File: config.mk
export PLATFORM = sky130hd
export DESIGN_NAME = regfile_wb_arbiter
export DESIGN_NICKNAME = d
export VERILOG_FILES = /design/src/rtl/regfile_wb_arbiter_pkg.sv /design/src/rtl/regfile_wb_arbiter_rr.sv /design/src/rtl/regfile_wb_arbiter.sv
export SDC_FILE = /design/constraint.sdc
export NUM_CORES = 1
export LEC_CHECK = 0
export CAP_MARGIN = 20
export CORE_ASPECT_RATIO = 0.5
export CORE_UTILIZATION = 30
export DETAILED_ROUTE_END_ITERATION = 7
export HOLD_SLACK_MARGIN = 0.03
export PLACE_DENSITY_LB_ADDON = 0.2
export SLEW_MARGIN = 25
export SYNTH_ARGS = -nofsm -noshare
export SYNTH_HDL_FRONTEND = slang
export SYNTH_SLANG_ARGS = --single-unit
File: constraint.sdc
create_clock -name clk -period 3.4 [get_ports clk]
set_clock_uncertainty 0.05 [all_clocks]
set_input_delay 0.68 -clock clk [delete_from_list [all_inputs] [get_ports clk]]
set_output_delay 0.68 -clock clk [all_outputs]
set_load 0.02 [all_outputs]
File: src/rtl/regfile_wb_arbiter_pkg.sv
// Shared constants and payload types for the register-file write-back arbiter.
package regfile_wb_arbiter_pkg;

  localparam int unsigned XLEN    = 32;
  localparam int unsigned REG_AW  = 5;
  localparam int unsigned NREG    = 1 << REG_AW;
  localparam int unsigned NUM_REQ = 3;

  localparam int unsigned REQ_ALU = 0;
  localparam int unsigned REQ_LSU = 1;
  localparam int unsigned REQ_MDU = 2;

  typedef struct packed {
    logic [REG_AW-1:0] wa;
    logic [XLEN-1:0]   wd;
  } wb_req_t;

endpackage

File: src/rtl/regfile_wb_arbiter_rr.sv
// Round-robin arbiter: scans upward from the pointer, one grant per cycle.
module rr_arbiter #(
  parameter  int unsigned N  = 3,
  localparam int unsigned IW = (N > 1) ? $clog2(N) : 1
) (
  input  logic          clk,
  input  logic          rst_n,
  input  logic [N-1:0]  i_req,
  output logic [N-1:0]  o_grant_c,
  output logic [IW-1:0] o_grant_idx_c,
  output logic          o_grant_vld_c,
  output logic [IW-1:0] o_ptr
);

  logic [IW-1:0] r_ptr;
  logic [IW-1:0] w_ptr_nxt;
  logic [N-1:0]  w_grant;
  logic [IW-1:0] w_idx;
  logic          w_vld;

  always_ff @(posedge clk or negedge rst_n) begin
    if (!rst_n) r_ptr <= '0;
    else        r_ptr <= w_ptr_nxt;
  end

  // First valid requester at or above the pointer (wrapping) wins.
  always_comb begin
    int unsigned j;
    w_grant   = '0;
    w_idx     = '0;
    w_vld     = 1'b0;
    w_ptr_nxt = r_ptr;
    j         = 0;
    for (int unsigned k = 0; k < N; k++) begin
      j = 32'(r_ptr) + k;
      if (j >= N) j = j - N;
      if (!w_vld && i_req[IW'(j)]) begin
        w_vld            = 1'b1;
        w_grant[IW'(j)]  = 1'b1;
        w_idx            = IW'(j);
      end
    end
    if (w_vld) w_ptr_nxt = (w_idx == IW'(N - 1)) ? '0 : w_idx + 1'b1;
  end

  assign o_grant_c     = w_grant;
  assign o_grant_idx_c = w_idx;
  assign o_grant_vld_c = w_vld;
  assign o_ptr         = r_ptr;

endmodule

File: src/rtl/regfile_wb_arbiter.sv
// Shares the register-file write port among write-back units and tracks
// outstanding destination registers for read-after-write hazard detection.
module regfile_wb_arbiter
  import regfile_wb_arbiter_pkg::*;
#(
  parameter int unsigned NREQ = regfile_wb_arbiter_pkg::NUM_REQ,
  parameter int unsigned XLEN = regfile_wb_arbiter_pkg::XLEN,
  parameter int unsigned AW   = regfile_wb_arbiter_pkg::REG_AW
) (
  input  logic                 clk,
  input  logic                 rst_n,
  input  logic [NREQ-1:0]      i_req_valid,
  input  logic [NREQ*AW-1:0]   i_req_wa,
  input  logic [NREQ*XLEN-1:0] i_req_wd,
  output logic [NREQ-1:0]      o_req_ready_c,
  input  logic                 i_issue_en,
  input  logic [AW-1:0]        i_issue_rd,
  input  logic [AW-1:0]        i_ra1,
  input  logic [AW-1:0]        i_ra2,
  output logic                 o_hazard_c,
  output logic                 o_we3,
  output logic [AW-1:0]        o_wa3,
  output logic [XLEN-1:0]      o_wd3,
  output logic [(1<<AW)-1:0]   o_pending
);

  localparam int unsigned IW = (NREQ > 1) ? $clog2(NREQ) : 1;
  localparam int unsigned NR = 1 << AW;

  logic [NREQ-1:0] w_grant;
  logic [IW-1:0]   w_gidx;
  logic [IW-1:0]   w_rr_ptr;
  logic            w_gvld;
  logic            w_hs;
  logic            w_wr;
  logic [AW-1:0]   w_sel_wa;
  logic [XLEN-1:0] w_sel_wd;

  logic            r_we;
  logic [AW-1:0]   r_wa;
  logic [XLEN-1:0] r_wd;
  logic [NR-1:0]   r_pending;
  logic [NR-1:0]   w_pend_nxt;

  rr_arbiter #(.N(NREQ)) u_rr (
    .clk           (clk),
    .rst_n         (rst_n),
    .i_req         (i_req_valid),
    .o_grant_c     (w_grant),
    .o_grant_idx_c (w_gidx),
    .o_grant_vld_c (w_gvld),
    .o_ptr         (w_rr_ptr)
  );

  // Grants are suppressed while reset is asserted so no handshake can complete.
  assign o_req_ready_c = rst_n ? w_grant : '0;
  assign w_hs          = rst_n & w_gvld;

  always_comb begin
    w_sel_wa = '0;
    w_sel_wd = '0;
    for (int unsigned i = 0; i < NREQ; i++) begin
      if (IW'(i) == w_gidx) begin
        w_sel_wa = i_req_wa[i*AW +: AW];
        w_sel_wd = i_req_wd[i*XLEN +: XLEN];
      end
    end
  end

  // Writes to x0 are acknowledged but never reach the register file.
  assign w_wr = w_hs && (w_sel_wa != '0);

  always_ff @(posedge clk or negedge rst_n) begin
    if (!rst_n) begin
      r_we <= 1'b0;
      r_wa <= '0;
      r_wd <= '0;
    end else begin
      r_we <= w_wr;
      if (w_wr) begin
        r_wa <= w_sel_wa;
        r_wd <= w_sel_wd;
      end
    end
  end

  // Retire on the RF write edge; a same-edge new producer keeps the bit set.
  always_comb begin
    w_pend_nxt = r_pending;
    if (r_we) w_pend_nxt[r_wa] = 1'b0;
    if (i_issue_en && (i_issue_rd != '0)) w_pend_nxt[i_issue_rd] = 1'b1;
    w_pend_nxt[0] = 1'b0;
  end

  always_ff @(posedge clk or negedge rst_n) begin
    if (!rst_n) r_pending <= '0;
    else        r_pending <= w_pend_nxt;
  end

  assign o_hazard_c = ((i_ra1 != '0)      & r_pending[i_ra1])
                    | ((i_ra2 != '0)      & r_pending[i_ra2])
                    | ((i_issue_rd != '0) & r_pending[i_issue_rd]);

  assign o_we3     = r_we;
  assign o_wa3     = r_wa;
  assign o_wd3     = r_wd;
  assign o_pending = r_pending;

  a_ptr_range: assert property (@(posedge clk) disable iff (!rst_n)
    32'(w_rr_ptr) < NREQ);

endmodule

==> results by group, run 1 <==
Routing
  • Number of remaining DRC errors: 0
  • DRT Pass-1 Iters: 4
  • Final ANT Viol Nets: 0
  • Routed vias/inst: 5.17
  • Vias: roughly 4700
  • Detailed Route WL: 16.6 mm
  • 1st-iter DRT viols: 287
  • WL per Instance: about 18 um

Floorplanning
  • Die area: 16200 sq um
  • Initial Util: 0.316
  • Die height: 90.5 um
  • # IOs: 206
  • Die W: 179 um
  • Row cnt: 31
  • Core area: 14900 sq um

Global routing
  • Largest net degree at the start of global routing: 73
  • Met3 Use GR: 0.0442
  • Most Crowded Layer GR: met2
  • Vias in the first global route: slightly below 5000
  • Met1 Use GR: 0.273
  • First-pass GRT wire length: ~26 mm
  • Grt ovf: 0
  • Number of antenna violations at the first check in global routing: 0
  • Gr usage total: 0.206
  • GR Layer Usage met2: 0.340

Yosys
  • Area share of the largest cell type after synthesis: 0.378
  • EDFF count, synth: 0
  • Async S/R FF share, synth: 1.00
  • Synth Area in Compound Gates: 0.180
  • Cell taking the most area after synthesis: dfrtp_1
  • Synth Flop Type: dfrtp_1
  • Largest family of logic cells by synthesized area: multiplexers
  • XOR/XNOR share of the synthesized area: 0
  • Post-synthesis cell count: around 460
  • Yosys cell types: approximately 50
  • Cell area after synthesis: 4700 sq um
  • Area contributors post-synth: dfrtp_1, mux4_2, mux2_4
  • Syn_area_per_cell: 10.3 sq um
  • Post-synthesis mux area share: 0.241
  • Mapped Nets: 594
  • Post-synthesis simple-gate area fraction: 0.150
  • Register area share after synthesis: 0.378
  • Number of synthesized register bits: 71
  • YS warnings: 0
  • Post-Synth Adder-Cell Area: 0.0107

Timing
  • Slew margin rel.: 0.388
  • RSZ-0062 raised after global routing: false
  • Least-Margin Pin Slew: between 0.9 and 1 ns
  • Max Clock Freq: 0.300 GHz
  • Max Slew Vio Count: 0
  • Fraction of the cycle the final worst path needs: 0.981
  • Final hold vios: 0
  • Worst Hold Slack: 0.452 ns
  • Period minus WS final: 3.34 ns
  • Setup-failing EPs final: 0

Hold path
  • HP Start: o_wd3[1]$_DFFE_PN0P_
  • Endpoint, Worst Hold: o_wd3[1]$_DFFE_PN0P_
  • Worst Hold Class: reg -> reg
  • Cells on Worst Hold Path: 1

Layout
  • Area Growth Syn to Fin: 65.3%
  • Diode count: 0
  • Final Util: 0.523
  • Layout cells sized above 1: 0.230
  • Filler cells: 1357
  • Commonest non-fill, non-tap cell in the layout: clkdlybuf4s50_1
  • NumNets Final: 849
  • Most frequent cells in the layout: clkdlybuf4s50_1, dfrtp_1, o21ai_0

Outcome
  • Status: complete, no violations

Clock tree
  • H-tree depth: 3
  • Worst-path clk slew: 0.06 ns
  • Clock root buffer: clkbuf_16
  • Max clock buf depth: 2
  • TritonCTS clock tree: done
  • CTS buffer count: 9
  • CTS hold repair buffers: 0
  • Clock Sinks: 71
  • Latest clock arrival within the worst-skew pair: 0.33 ns

Worst setup path
  • Slowest cell on the critical path: clkdlybuf4s50_1
  • CP most frequent cell: mux4_2
  • Critical path endpoint category: output port
  • Worst Path Required: 2.67 ns
  • Worst-path maximum fanout: 3
  • RR Endpoint: o_wd3[2]$_DFFE_PN0P_
  • RR Startpoint: u_rr.o_ptr[0]$_DFFE_PN0N_
  • CP max stage delay: 0.54 ns
  • Crit path cell chain: clkdlybuf4s50_1, mux4_2, mux4_2, mux2i_1, nand3_1, buf_6
  • Worst Reg2Reg Path Length in Cells: 12
  • Reg2Reg Setup Slack: 0.14 ns
  • Kind of critical path: in -> out
  • Worst EP arrival: around 2.6 ns
  • Startpoint Class: primary input

Pwr
  • Power per Cell Area: 939 nW/um^2
  • Lkg Pwr: about 3.2 nW
  • Final Power: 0.00729 W
  • Peak VDD IR: 0.342 mV

Placed design
  • PortBufs: 204
  • GP Congestion: 0.824
  • DP HPWL: 12.2 mm

Flow run
  • Max-Cap Viols: 0
==> kinds of logic (layout without fill, tap and decap cells) <==
group           after synthesis  count (layout)
simple gates                144             144
compound gates              134             134
flops                        71              71
mux                          67              67
buf+inv                      37             297
fa+ha+maj                     4               4
other cells                   1               1
==> worst max-delay path by stage <==
stage                                          from                    end  slack [ns]  cells past startpoint
after global routing      u_rr.o_ptr[0]$_DFFE_PN0N_   o_wd3[3]$_DFFE_PN0P_       0.002                     12
after CTS                                  i_ra2[0]             o_hazard_c       0.005                      7
final                                      i_ra1[2]             o_hazard_c        0.06                      6
after global placement                     i_ra1[1]             o_hazard_c       -0.41                      6
after floorplan           u_rr.o_ptr[0]$_DFFE_PN0N_  o_wd3[25]$_DFFE_PN0P_        0.09                     11
after detailed placement                   i_ra1[1]             o_hazard_c       -0.46                      6
==> critical path, delay by kind of cell <==
kind                   cells  cell delay (ns)
muxes                      3             1.14
buffers and inverters      2             0.68
and+or+nand+nor            1             0.10
==> cell type report <==
type | count | area [sq um] | share of cell area
clock buffer | 9 | 225 | 0.0290
clock inverter | 7 | 103 | 0.0132
timing repair buffer | 274 | 2620 | 0.337
sequential | 71 | 1780 | 0.229
multi-input combinational | 350 | 2770 | 0.356
inverter | 7 | 26.3 | 0.00338
tap | 198 | 248 | 0.0319
==> state kept, by name, indices dropped and copies added, names as in the netlist <==
name and cells:
o_pending 31, o_we3 1, o_wd3 32, u_rr.o_ptr 2, o_wa3 5
==> synthesized netlist by cell type, types with 2 or more instances <==
library cell  count
a21oi_1           7
mux2_4           27
nor3_1           10
nand2_1          68
mux2i_1           6
buf_6             2
nor2_1           21
a22o_1            3
nand3b_1         12
buf_8             2
nand3_1          12
o2bb2ai_1         2
ha_1              4
mux4_2           25
o211a_1           2
o22ai_1           7
buf_4             2
o21a_1            2
inv_1             7
o31ai_1           2
or3_1             3
o21ai_1           2
a31oi_1           3
nand4_1           2
nand2b_1          5
nor2b_1           3
mux2_2            9
o21ai_0          69
clkbuf_1         23
dfrtp_1          71
a221oi_1          2
or3b_2            4
a22oi_1          23
==> power breakdown <==
| part | switching [W] | internal, W | leakage, nW |
|---|---|---|---|
| sequential | 0.000507 | 0.00127 | 0.798 |
| combinational | 0.00208 | 0.00239 | 2.29 |
| clock | 0.000391 | 0.000653 | 0.162 |
==> through the flow <==
stage | cells | setup WS (ns) | setup TNS, ns | cell area [sq um]
floorplan | 458 | 0.0902 | 0 | 4700
global placement | 893 | -0.410 | -11.50 | 7330
detailed placement | 893 | -0.456 | -12.36 | 7330
CTS | 910 | 0.00508 | 0 | 7650
global route | 916 | 0.00209 | 0 | 7760
finish | 916 | 0.0631 | 0 | 7760
==> per-layer routing <==
metal	part of all wire	routed length [um]	vias to the layer above
met1	0.43	7170	2300
met5	0	0	-
met3	0.064	1050	12
met4	0.010	165	0
met2	0.49	8170	196
li1	-	-	2228
==> timing repair <==
action,4_1_cts,5_1_grt
gates cloned,0,1
endpoints found under the hold margin,0,0
setup buffers,1,5
setup endpoints to repair,9,33
pin swaps,0,3
gates resized for setup,11,15
Note: power is estimated with default switching activity, not from simulation.
==> run 2: changes to the inputs <==
Settings changed: SLEW_MARGIN 25 to 10.
==> results of run 2 <==
No change in the layout: final DEF, timing and power equal those of run 1.
==> run 3: changes to the inputs <==
Settings changed: MAX_ROUTING_LAYER set to met4, SLEW_MARGIN 10 to unset.
==> run 3 against run 2 <==
Fmax about the same. Die area unchanged. First-iteration DRC count rose by 0.70%. Register-to-register slack barely moved. Utilization is the same. Critical path depth is the same. Sequential share of layout area unchanged. Count of clock-buffer cells in the layout stayed put. Non-clock buffer count is the same. Cell area unchanged. Global-route usage grew 0.59 points. Total power about the same. Largest power group unchanged.
==> results by group, run 3 (same netlist as run 1, synthesis figures left out) <==
Floorplanning
  • Initial Util: 0.316 (unchanged)
  • Core area: 14900 sq um (unchanged)
  • Row cnt: 31 (unchanged)
  • Die height: 90.5 um (unchanged)
  • Die area: 16200 sq um (unchanged)
  • Die W: 179 um (unchanged)
  • # IOs: 206 (unchanged)

Worst setup path
  • Worst EP arrival: 2.61 ns (about the same)
  • RR Endpoint: o_wd3[2]$_DFFE_PN0P_
  • Crit. Startpoint: i_ra1[2]
  • Worst-path maximum fanout: 3 (unchanged)
  • Worst Path Required: 2.67 ns (about the same)
  • Startpoint Class: primary input
  • Worst Reg2Reg Path Length in Cells: 12 (unchanged)
  • Critical path endpoint category: output port
  • Reg2Reg Setup Slack: 0.14 ns (about the same)
  • Kind of critical path: in -> out
  • RR Startpoint: u_rr.o_ptr[0]$_DFFE_PN0N_

Global routing
  • Largest net degree at the start of global routing: 73 (unchanged)
  • Grt ovf: 0 (unchanged)
  • Number of antenna violations at the first check in global routing: 0 (unchanged)
  • Vias in the first global route: 4821 (-0.062%)
  • Gr usage total: 0.212 (+0.00585)
  • First-pass GRT wire length: 25.7 mm (about the same)

Layout
  • Most frequent cells in the layout: clkdlybuf4s50_1, dfrtp_1, o21ai_0
  • NumNets Final: 849 (unchanged)
  • Commonest non-fill, non-tap cell in the layout: clkdlybuf4s50_1
  • Area Growth Syn to Fin: 65.3% (unchanged)
  • Diode count: 0 (unchanged)
  • Largest register FFs: 32 (unchanged)
  • Layout cells sized above 1: 0.230 (unchanged)

Routing
  • Final ANT Viol Nets: 0 (unchanged)
  • Detailed Route WL: 16.6 mm (about the same)
  • DRT Pass-1 Iters: 5 (+1)
  • WL per Instance: 18.1 um (about the same)
  • Number of remaining DRC errors: 0 (unchanged)
  • Routed vias/inst: 5.15 (-0.42%)
  • 1st-iter DRT viols: 289 (+0.70%)
  • Vias: 4716 (-0.42%)

Placed design
  • DP HPWL: 12.2 mm (unchanged)
  • PortBufs: 204 (unchanged)
  • Pre-CTS WS: -0.456 ns (unchanged)
  • GP Congestion: 0.837 (+1.5%)

Hold path
  • HP Start: o_wd3[1]$_DFFE_PN0P_
  • Cells on Worst Hold Path: 1 (unchanged)
  • Worst Hold Class: reg -> reg
  • Endpoint, Worst Hold: o_wd3[1]$_DFFE_PN0P_

Clock tree
  • CTS buffer count: 9 (unchanged)
  • Clock Sinks: 71 (unchanged)
  • Latest clock arrival within the worst-skew pair: 0.33 ns (about the same)
  • Worst-path clk slew: 0.06 ns (about the same)
  • TritonCTS clock tree: done
  • H-tree depth: 3 (unchanged)
  • Max clock buf depth: 2 (unchanged)
  • Clock root buffer: clkbuf_16

Timing
  • Slew margin rel.: 0.394 (+0.00561)
  • Setup WS post-layout: 0.0633 ns (+0.000131 ns)
  • Setup-failing EPs final: 0 (unchanged)
  • Setup TNS: 0 ns (unchanged)
  • Max Slew Vio Count: 0 (unchanged)
  • RSZ-0062 raised after global routing: false
  • Period minus WS final: 3.34 ns (-0.000131 ns)
  • Max Clock Freq: 0.300 GHz (about the same)
  • Fraction of the cycle the final worst path needs: 0.981 (about the same)
  • Final hold vios: 0 (unchanged)
  • Least-Margin Pin Slew: 0.909 ns (-0.00842 ns)

Pwr
  • Lkg Pwr: 3.25 nW (unchanged)
  • Power per Cell Area: 939 nW/um^2 (about the same)
  • Peak VDD IR: 0.347 mV (+1.4%)

Flow run
  • Max-Cap Viols: 0 (unchanged)

Outcome
  • Status: complete, no violations
==> run 3: cell counts in the layout (fill, tap and decap cells not counted) <==
Identical to the previous run, type by type.
==> run 3: metrics by stage <==
step	total power, W	utilization	cell area [sq um]	hold slack, ns	cells
5_1_grt	0.00775	0.523	7760	0.477	916
3_5_place_dp	0.00617	0.493	7330	0.443	893
6_report	0.00729	0.523	7760	0.452	916
4_1_cts	0.00724	0.515	7650	0.456	910
2_1_floorplan	0.00422	-	4700	0.334	458
3_3_place_gp	0.00612	0.493	7330	0.438	893
==> run 3: final cells by class <==
| cell class | instances | area (sq um) |
|---|---|---|
| fillers | 1357 | 7090 |
| multi-input cells | 350 | 2770 |
| repair buffers | 274 | 2620 |
| flip-flops and latches | 71 | 1780 |
| well taps | 198 | 248 |
| clock buffers | 9 | 225 |
| clock inverters | 7 | 103 |
| inverters | 7 | 26.3 |
==> run 3: routing by layer <==
layer	vias to the layer above	global-route usage	wire length (um)
li1	2227	-	-
met1	2286	0.275	7230
met2	189	0.340	8130
met4	0	0.0537	184
met3	14	0.0408	1010
met5	-	-	0
==> run 3: worst max path at each step <==
stage | slack (ns) | cells past startpoint | endpoint
after floorplan | 0.09 | 11 | o_wd3[25]$_DFFE_PN0P_
after global placement | -0.41 | 6 | o_hazard_c
after detailed placement | -0.46 | 6 | o_hazard_c
after CTS | 0.005 | 7 | o_hazard_c
after global routing | 0.002 | 12 | o_wd3[3]$_DFFE_PN0P_
final | 0.06 | 6 | o_hazard_c
==> run 3: worst max-delay path, cell delays in order <==
cell,delay (ns)
clkdlybuf4s50_1,0.54
mux4_2,0.52
mux4_2,0.49
mux2i_1,0.13
nand3_1,0.10
buf_6,0.14
==> run 3: repair_timing <==
item	4_1_cts	5_1_grt
setup buffers	1	5
gates cloned	0	1
endpoints found under the setup margin	9	33
pin swaps	0	3
hold buffers	0	0
gates resized for setup	11	15
endpoints found under the hold margin	0	0
==> run 3: power breakdown <==
group	internal [W]	leakage [nW]	switching [W]
combinational	0.00239	2.29	0.00208
sequential	0.00127	0.798	0.000506
clock	0.000653	0.162	0.000394
total	0.00431	3.25	0.00298
